$ cat src/rtl/pw_req_arb.sv
// pw_req_arb
// Request arbiter and response router sitting directly upstream of the page
// walk unit (PWU). NUM_REQ requesters compete round-robin for a single
// registered VA slot that feeds the PWU. The requester ID of every accepted
// request is queued in an in-order ID FIFO, so results coming back from the
// PWU (in issue order) are steered to the requester that issued them. At most
// MAX_OUT walks may be in flight between grant and PA return.
//
// Ports
//   clk_i        clock, all logic on the rising edge
//   reset_i      synchronous active-high reset
//   req_va_i     NUM_REQ x 32 packed per-requester VAs (requester i at [32*i +: 32])
//   req_vld_i    per-requester request valid
//   req_rdy_o    per-requester ready, one-hot for the round-robin winner or zero
//   rsp_pa_o     PA pass-through from the PWU, shared by all requesters
//   rsp_fault_o  fault pass-through from the PWU, shared
//   rsp_vld_o    per-requester response valid, one-hot on the FIFO head or zero
//   rsp_rdy_i    per-requester response ready
//   va_o         VA to the PWU
//   va_vld_o     VA valid to the PWU
//   va_rdy_i     PWU ready for a VA
//   pa_i         PA from the PWU
//   pa_vld_i     PA valid from the PWU
//   pa_fault_i   fault flag from the PWU
//   pa_rdy_o     ready back to the PWU
//   err_o        sticky protocol error: a PA arrived with nothing outstanding
//
// Handshake semantics (all interfaces): a transfer happens in a cycle where
// both valid and ready are high at the rising edge. Once raised, va_vld_o and
// va_o hold stable until the transfer. req_rdy_o and pa_rdy_o may depend
// combinationally on the corresponding valid inputs.

module pw_req_arb #(
  parameter int NUM_REQ = 4,
  parameter int MAX_OUT = 4
) (
  input  logic                    clk_i,
  input  logic                    reset_i,
  input  logic [NUM_REQ*32-1:0]   req_va_i,
  input  logic [NUM_REQ-1:0]      req_vld_i,
  output logic [NUM_REQ-1:0]      req_rdy_o,
  output logic [31:0]             rsp_pa_o,
  output logic                    rsp_fault_o,
  output logic [NUM_REQ-1:0]      rsp_vld_o,
  input  logic [NUM_REQ-1:0]      rsp_rdy_i,
  output logic [31:0]             va_o,
  output logic                    va_vld_o,
  input  logic                    va_rdy_i,
  input  logic [31:0]             pa_i,
  input  logic                    pa_vld_i,
  input  logic                    pa_fault_i,
  output logic                    pa_rdy_o,
  output logic                    err_o
);

  localparam int IDW = $clog2(NUM_REQ);
  localparam int CW  = $clog2(MAX_OUT + 1);
  localparam int PW  = $clog2(MAX_OUT);

  localparam logic [CW-1:0]      CNT_MAX  = CW'(MAX_OUT);
  localparam logic [CW-1:0]      CNT_ONE  = CW'(1);
  localparam logic [PW-1:0]      PTR_ONE  = PW'(1);
  localparam logic [IDW-1:0]     ID_LAST  = IDW'(NUM_REQ - 1);
  localparam logic [IDW-1:0]     ID_ONE   = IDW'(1);
  localparam logic [IDW:0]       REQ_N    = (IDW + 1)'(NUM_REQ);
  localparam logic [NUM_REQ-1:0] ONE_HOT0 = NUM_REQ'(1);

  // Unpacked view of the per-requester VAs.
  logic [31:0] va_arr [NUM_REQ];
  for (genvar g = 0; g < NUM_REQ; g++) begin : g_va_unpack
    assign va_arr[g] = req_va_i[32*g +: 32];
  end

  // State
  logic [31:0]    slot_va_q;
  logic           slot_vld_q;
  logic [IDW-1:0] rr_ptr_q;
  logic [CW-1:0]  cnt_q;
  logic [PW-1:0]  wr_ptr_q;
  logic [PW-1:0]  rd_ptr_q;
  logic [IDW-1:0] fifo_q [MAX_OUT];
  logic           err_q;

  // Round-robin winner search, starting at rr_ptr_q.
  logic           found;
  logic [IDW-1:0] win;
  logic [IDW:0]   idx_w;

  always_comb begin
    found = 1'b0;
    win   = '0;
    idx_w = '0;
    for (int i = 0; i < NUM_REQ; i++) begin
      idx_w = {1'b0, rr_ptr_q} + (IDW + 1)'(i);
      if (idx_w >= REQ_N) idx_w = idx_w - REQ_N;
      if (!found && req_vld_i[idx_w[IDW-1:0]]) begin
        found = 1'b1;
        win   = idx_w[IDW-1:0];
      end
    end
  end

  // The slot can take a new VA when it is empty or is being drained right
  // now. Capacity uses the registered count only, so a PA pop in this cycle
  // does not open a grant until the following cycle.
  logic slot_free;
  logic grant;
  logic empty;
  logic [IDW-1:0] head;
  logic pop;

  assign slot_free = !slot_vld_q || va_rdy_i;
  assign grant     = !reset_i && slot_free && (cnt_q < CNT_MAX) && found;
  assign req_rdy_o = grant ? (ONE_HOT0 << win) : '0;

  assign va_o     = slot_va_q;
  assign va_vld_o = slot_vld_q;

  // Response routing: straight pass-through of the PWU result, with valid
  // steered to the requester at the FIFO head.
  assign empty       = (cnt_q == '0);
  assign head        = fifo_q[rd_ptr_q];
  assign rsp_pa_o    = pa_i;
  assign rsp_fault_o = pa_fault_i;
  assign rsp_vld_o   = (!reset_i && pa_vld_i && !empty) ? (ONE_HOT0 << head) : '0;
  assign pa_rdy_o    = !reset_i && !empty && rsp_rdy_i[head];
  assign pop         = pa_vld_i && pa_rdy_o;
  assign err_o       = err_q;

  // Output slot and round-robin pointer
  always_ff @(posedge clk_i) begin
    if (reset_i) begin
      slot_va_q  <= '0;
      slot_vld_q <= 1'b0;
      rr_ptr_q   <= '0;
    end else if (grant) begin
      slot_va_q  <= va_arr[win];
      slot_vld_q <= 1'b1;
      rr_ptr_q   <= (win == ID_LAST) ? '0 : win + ID_ONE;
    end else if (slot_vld_q && va_rdy_i) begin
      slot_vld_q <= 1'b0;
    end
  end

  // ID FIFO and outstanding count. The count doubles as the FIFO occupancy.
  always_ff @(posedge clk_i) begin
    if (reset_i) begin
      wr_ptr_q <= '0;
      rd_ptr_q <= '0;
      cnt_q    <= '0;
    end else begin
      if (grant) begin
        fifo_q[wr_ptr_q] <= win;
        wr_ptr_q         <= wr_ptr_q + PTR_ONE;
      end
      if (pop) rd_ptr_q <= rd_ptr_q + PTR_ONE;
      if (grant && !pop)      cnt_q <= cnt_q + CNT_ONE;
      else if (!grant && pop) cnt_q <= cnt_q - CNT_ONE;
    end
  end

  // Sticky protocol error: a PA with no walk outstanding is never accepted.
  always_ff @(posedge clk_i) begin
    if (reset_i)                 err_q <= 1'b0;
    else if (pa_vld_i && empty)  err_q <= 1'b1;
  end

endmodule

$ cat config.mk
export PLATFORM = sky130hd
export DESIGN_NAME = pw_req_arb
export DESIGN_NICKNAME = d
export VERILOG_FILES = /design/src/rtl/pw_req_arb.sv
export SDC_FILE = /design/constraint.sdc
export NUM_CORES = 1
export LEC_CHECK = 0
export BUFFER_PORTS_ARGS = -buffer_cell sky130_fd_sc_hd__buf_4
export CELL_PAD_IN_SITES_DETAIL_PLACEMENT = 0
export CELL_PAD_IN_SITES_GLOBAL_PLACEMENT = 1
export CORE_MARGIN = 3
export CORE_UTILIZATION = 29
export DETAILED_ROUTE_END_ITERATION = 8
export GPL_ROUTABILITY_DRIVEN = 1
export PLACE_DENSITY = 0.82
export SLEW_MARGIN = 20
export SYNTH_ARGS = -nofsm -noshare
export SYNTH_HDL_FRONTEND = slang
export SYNTH_SLANG_ARGS = --single-unit
$ cat constraint.sdc
create_clock -name clk_i -period 3.7 [get_ports clk_i]
set_input_delay 0.185 -clock clk_i [delete_from_list [all_inputs] [get_ports clk_i]]
set_output_delay 0.185 -clock clk_i [all_outputs]
set_load 0.02 [all_outputs]
==> impl_metrics.toml <==
[status]
status = "complete, no violations"

[worst_setup_path]
arrival_ns = 2.68
cp_cell_sequence = "mux2i_1, nor2_2, nor3_2, inv_2, ha_1, and2_1, buf_4"
worst_path_largest_cell_delay_ns = 0.55
critPathLaunchType = "register"
critical-path-top-delay-family = "simple AND/OR/NAND/NOR gates"
path_max_fanout = 17
setup.worst_path.end_class = "output pin"
required_ns = 3.51
crit_buf_inv = 2
r2r_slack_ns = 0.94
crit_type = "reg -> out"
cp_slowest_cell = "nor3_2"

[logic_synthesis]
yosysWarningCount = 0
syn_area_sq_um = 3590
synth_common_cells = "dfxtp_1 (45), mux2i_1 (40), nand2_1 (36)"
syn_inst = 406
ys_async_sr_fraction_pct = 0
synth_sequential_area_ratio_pct = 31.8
synth_top_area_share_pct = 25.1
synth.distinct_cells = 42
synth_edf_count = 8
ys_ff_latch = 53
synthFlopType = "dfxtp_1"
synth_area_per_cell_sq_um = 8.85
synth_area_leaders = "dfxtp_1 (25%), mux2i_1 (11%), a211o_1 (7.6%)"
synth_area_leader_cell = "dfxtp_1"
syn-num-nets = 589
yosysMostFrequentCell = "dfxtp_1"

[power]
peakVddDrop_mv = 0.247
power.total_mw = 3.12
leakage_nw = 2.24
power.density_nw_per_um2 = 621

[die]
die_x_microns = 117
initial_core_util_pct = 29.8
die_h_microns = 117
num_rows = 40
die_area_sq_um = 13800
coreArea_sq_um = 12100
ios = 249

[cts]
h-tree-depth = 2
ctsHoldBuffers = 0
path_clk_slew_ns = 0.08
cts_made_buffers = 5
tritoncts = "done"
cts.sinks = 53
post_cts_resize_count = 0
cts_root_buffer = "clkbuf_16"
clk_latency_ns = 0.29
cts_max_path_buffers = 2
cts_setup_buffers = 0

[route]
drt_first_pass_iters = 4
drc = 0
drt-total-wl_mm = 12.0
postRouteAntennaNets = 0
vias_per_cell = 5.22
wl_per_cell_microns = 17.2
vias = 3657
drt_iter0_markers = 183

[final_layout]
fin_util_pct = 41.6
n_antenna_cell = 0
finalInstanceArea_sq_um = 5020
fill_cells = 1200
syn_to_final_growth_pct = 39.7
seqCellArea_sq_um = 1140
final_nets = 715
drive_gt1_share_pct = 39.8
multi_input_area_sq_um = 2040

[sta]
period_needed_ns = 2.87
clock_skew_ns = 0.00365
max_freq_ghz = 0.349
final_hold_viol_count = 0
finalSetupTns_ns = 0
setup_viol = 0
min_period_over_period_pct = 77.5
hold_ws_ns = 0.138
max_slew_margin_pct = 43.8
maxSlewViolCount = 0
tightest_slew_ns = 0.843
rsz0062_at_grt = "no"

[grt]
grt_max_degree = 32
grt_use_total_pct = 16.1
grt_pass1_wl_mm = 17.4
busiest_layer = "met2"
antenna_found_initial = 0
grt_pass1_vias = 3515
grt_util_met3_pct = 3.50
gr-usage-met1_pct = 19.6
met2_usage_pct = 28.2
globalRouteOverflowTotal = 0

[flow_run]
maxCapViolations = 0

[placement]
hpwl_mm = 8.77
placed_area_sq_um = 4860
place.gp.congestion = 0.757
portBuffers = 182

[worst_hold_path]
hold_class = "in -> reg"
state kept, by name, indices dropped and copies added (netlist names), named ones only:
register and count:
cnt_q 3, err_o 1, fifo_q 8, rd_ptr_q 2, rr_ptr_q 2, va_o 32
va_vld_o 1, wr_ptr_q 2
cell families after synthesis:
family	Yosys count	synth area share (%)
and+or+nand+nor	108	15.6
AOI/OAI and AO/OA	107	23.3
buffers and inverters	82	12.3
DFF	53	31.8
muxes	42	12.4
adders and majority gates	10	3.69
xor gates and xnor gates	4	0.975
stage by stage:
step,instances,worst slack (ns)
4_1_cts,701,0.757
3_5_place_dp,693,0.943
2_1_floorplan,406,1.10
6_report,701,0.832
3_3_place_gp,693,1.01
5_1_grt,701,0.608
worst paths after layout:
path                            cells past startpoint           end         from
worst min-delay path                                3         err_o     pa_vld_i
worst max register to register                     10      cnt_q[2]     register
worst min register to register                      1   rd_ptr_q[1]  rd_ptr_q[1]
worst max-delay path                                7  req_rdy_o[2]  rr_ptr_q[1]
cell type report:
type	instances	share of cell area, %
clock inverters	3	0.524
multi-input cells	271	40.7
repair buffers	191	28.6
inverters	10	0.748
clock buffers	5	2.49
flip-flops and latches	53	22.7
well taps	168	4.19
power by group:
part,total (mW),switching (mW),internal (mW)
combinational,1.69,0.981,0.712
clock,0.489,0.232,0.257
sequential,0.936,0.132,0.804
cell usage in the layout (no fill, tap or decap), types with 2 or more instances in the layout:
master	count
clkinv_4	2
ha_1	9
inv_1	9
clkbuf_16	5
nor2_2	2
mux4_2	2
xnor2_1	2
a211o_1	31
xor2_1	2
o31ai_1	31
o211ai_1	31
a21oi_1	5
mux2i_1	40
nor2_1	15
edfxtp_1	8
buf_4	191
nand2b_1	3
and2_1	8
nand2_1	36
nand4_1	31
dfxtp_1	45
worst register-to-register path, cell delays in order, from the launching register on:
cell and delay, ns:
dfxtp_1 0.38, mux4_2 0.55, or4b_4 0.55, o22ai_2 0.17, inv_1 0.07, ha_1 0.20
inv_1 0.07, fa_1 0.18, xor2_1 0.08, or3_1 0.31, a21oi_1 0.14
routing by layer:
layer  wire length, microns  share of wire [%]
met2                   5920                 49
met4                    250                2.1
met3                    848                7.0
met5                      0                  0
met1                   5030                 42
Note: power is estimated with default switching activity, not from simulation.
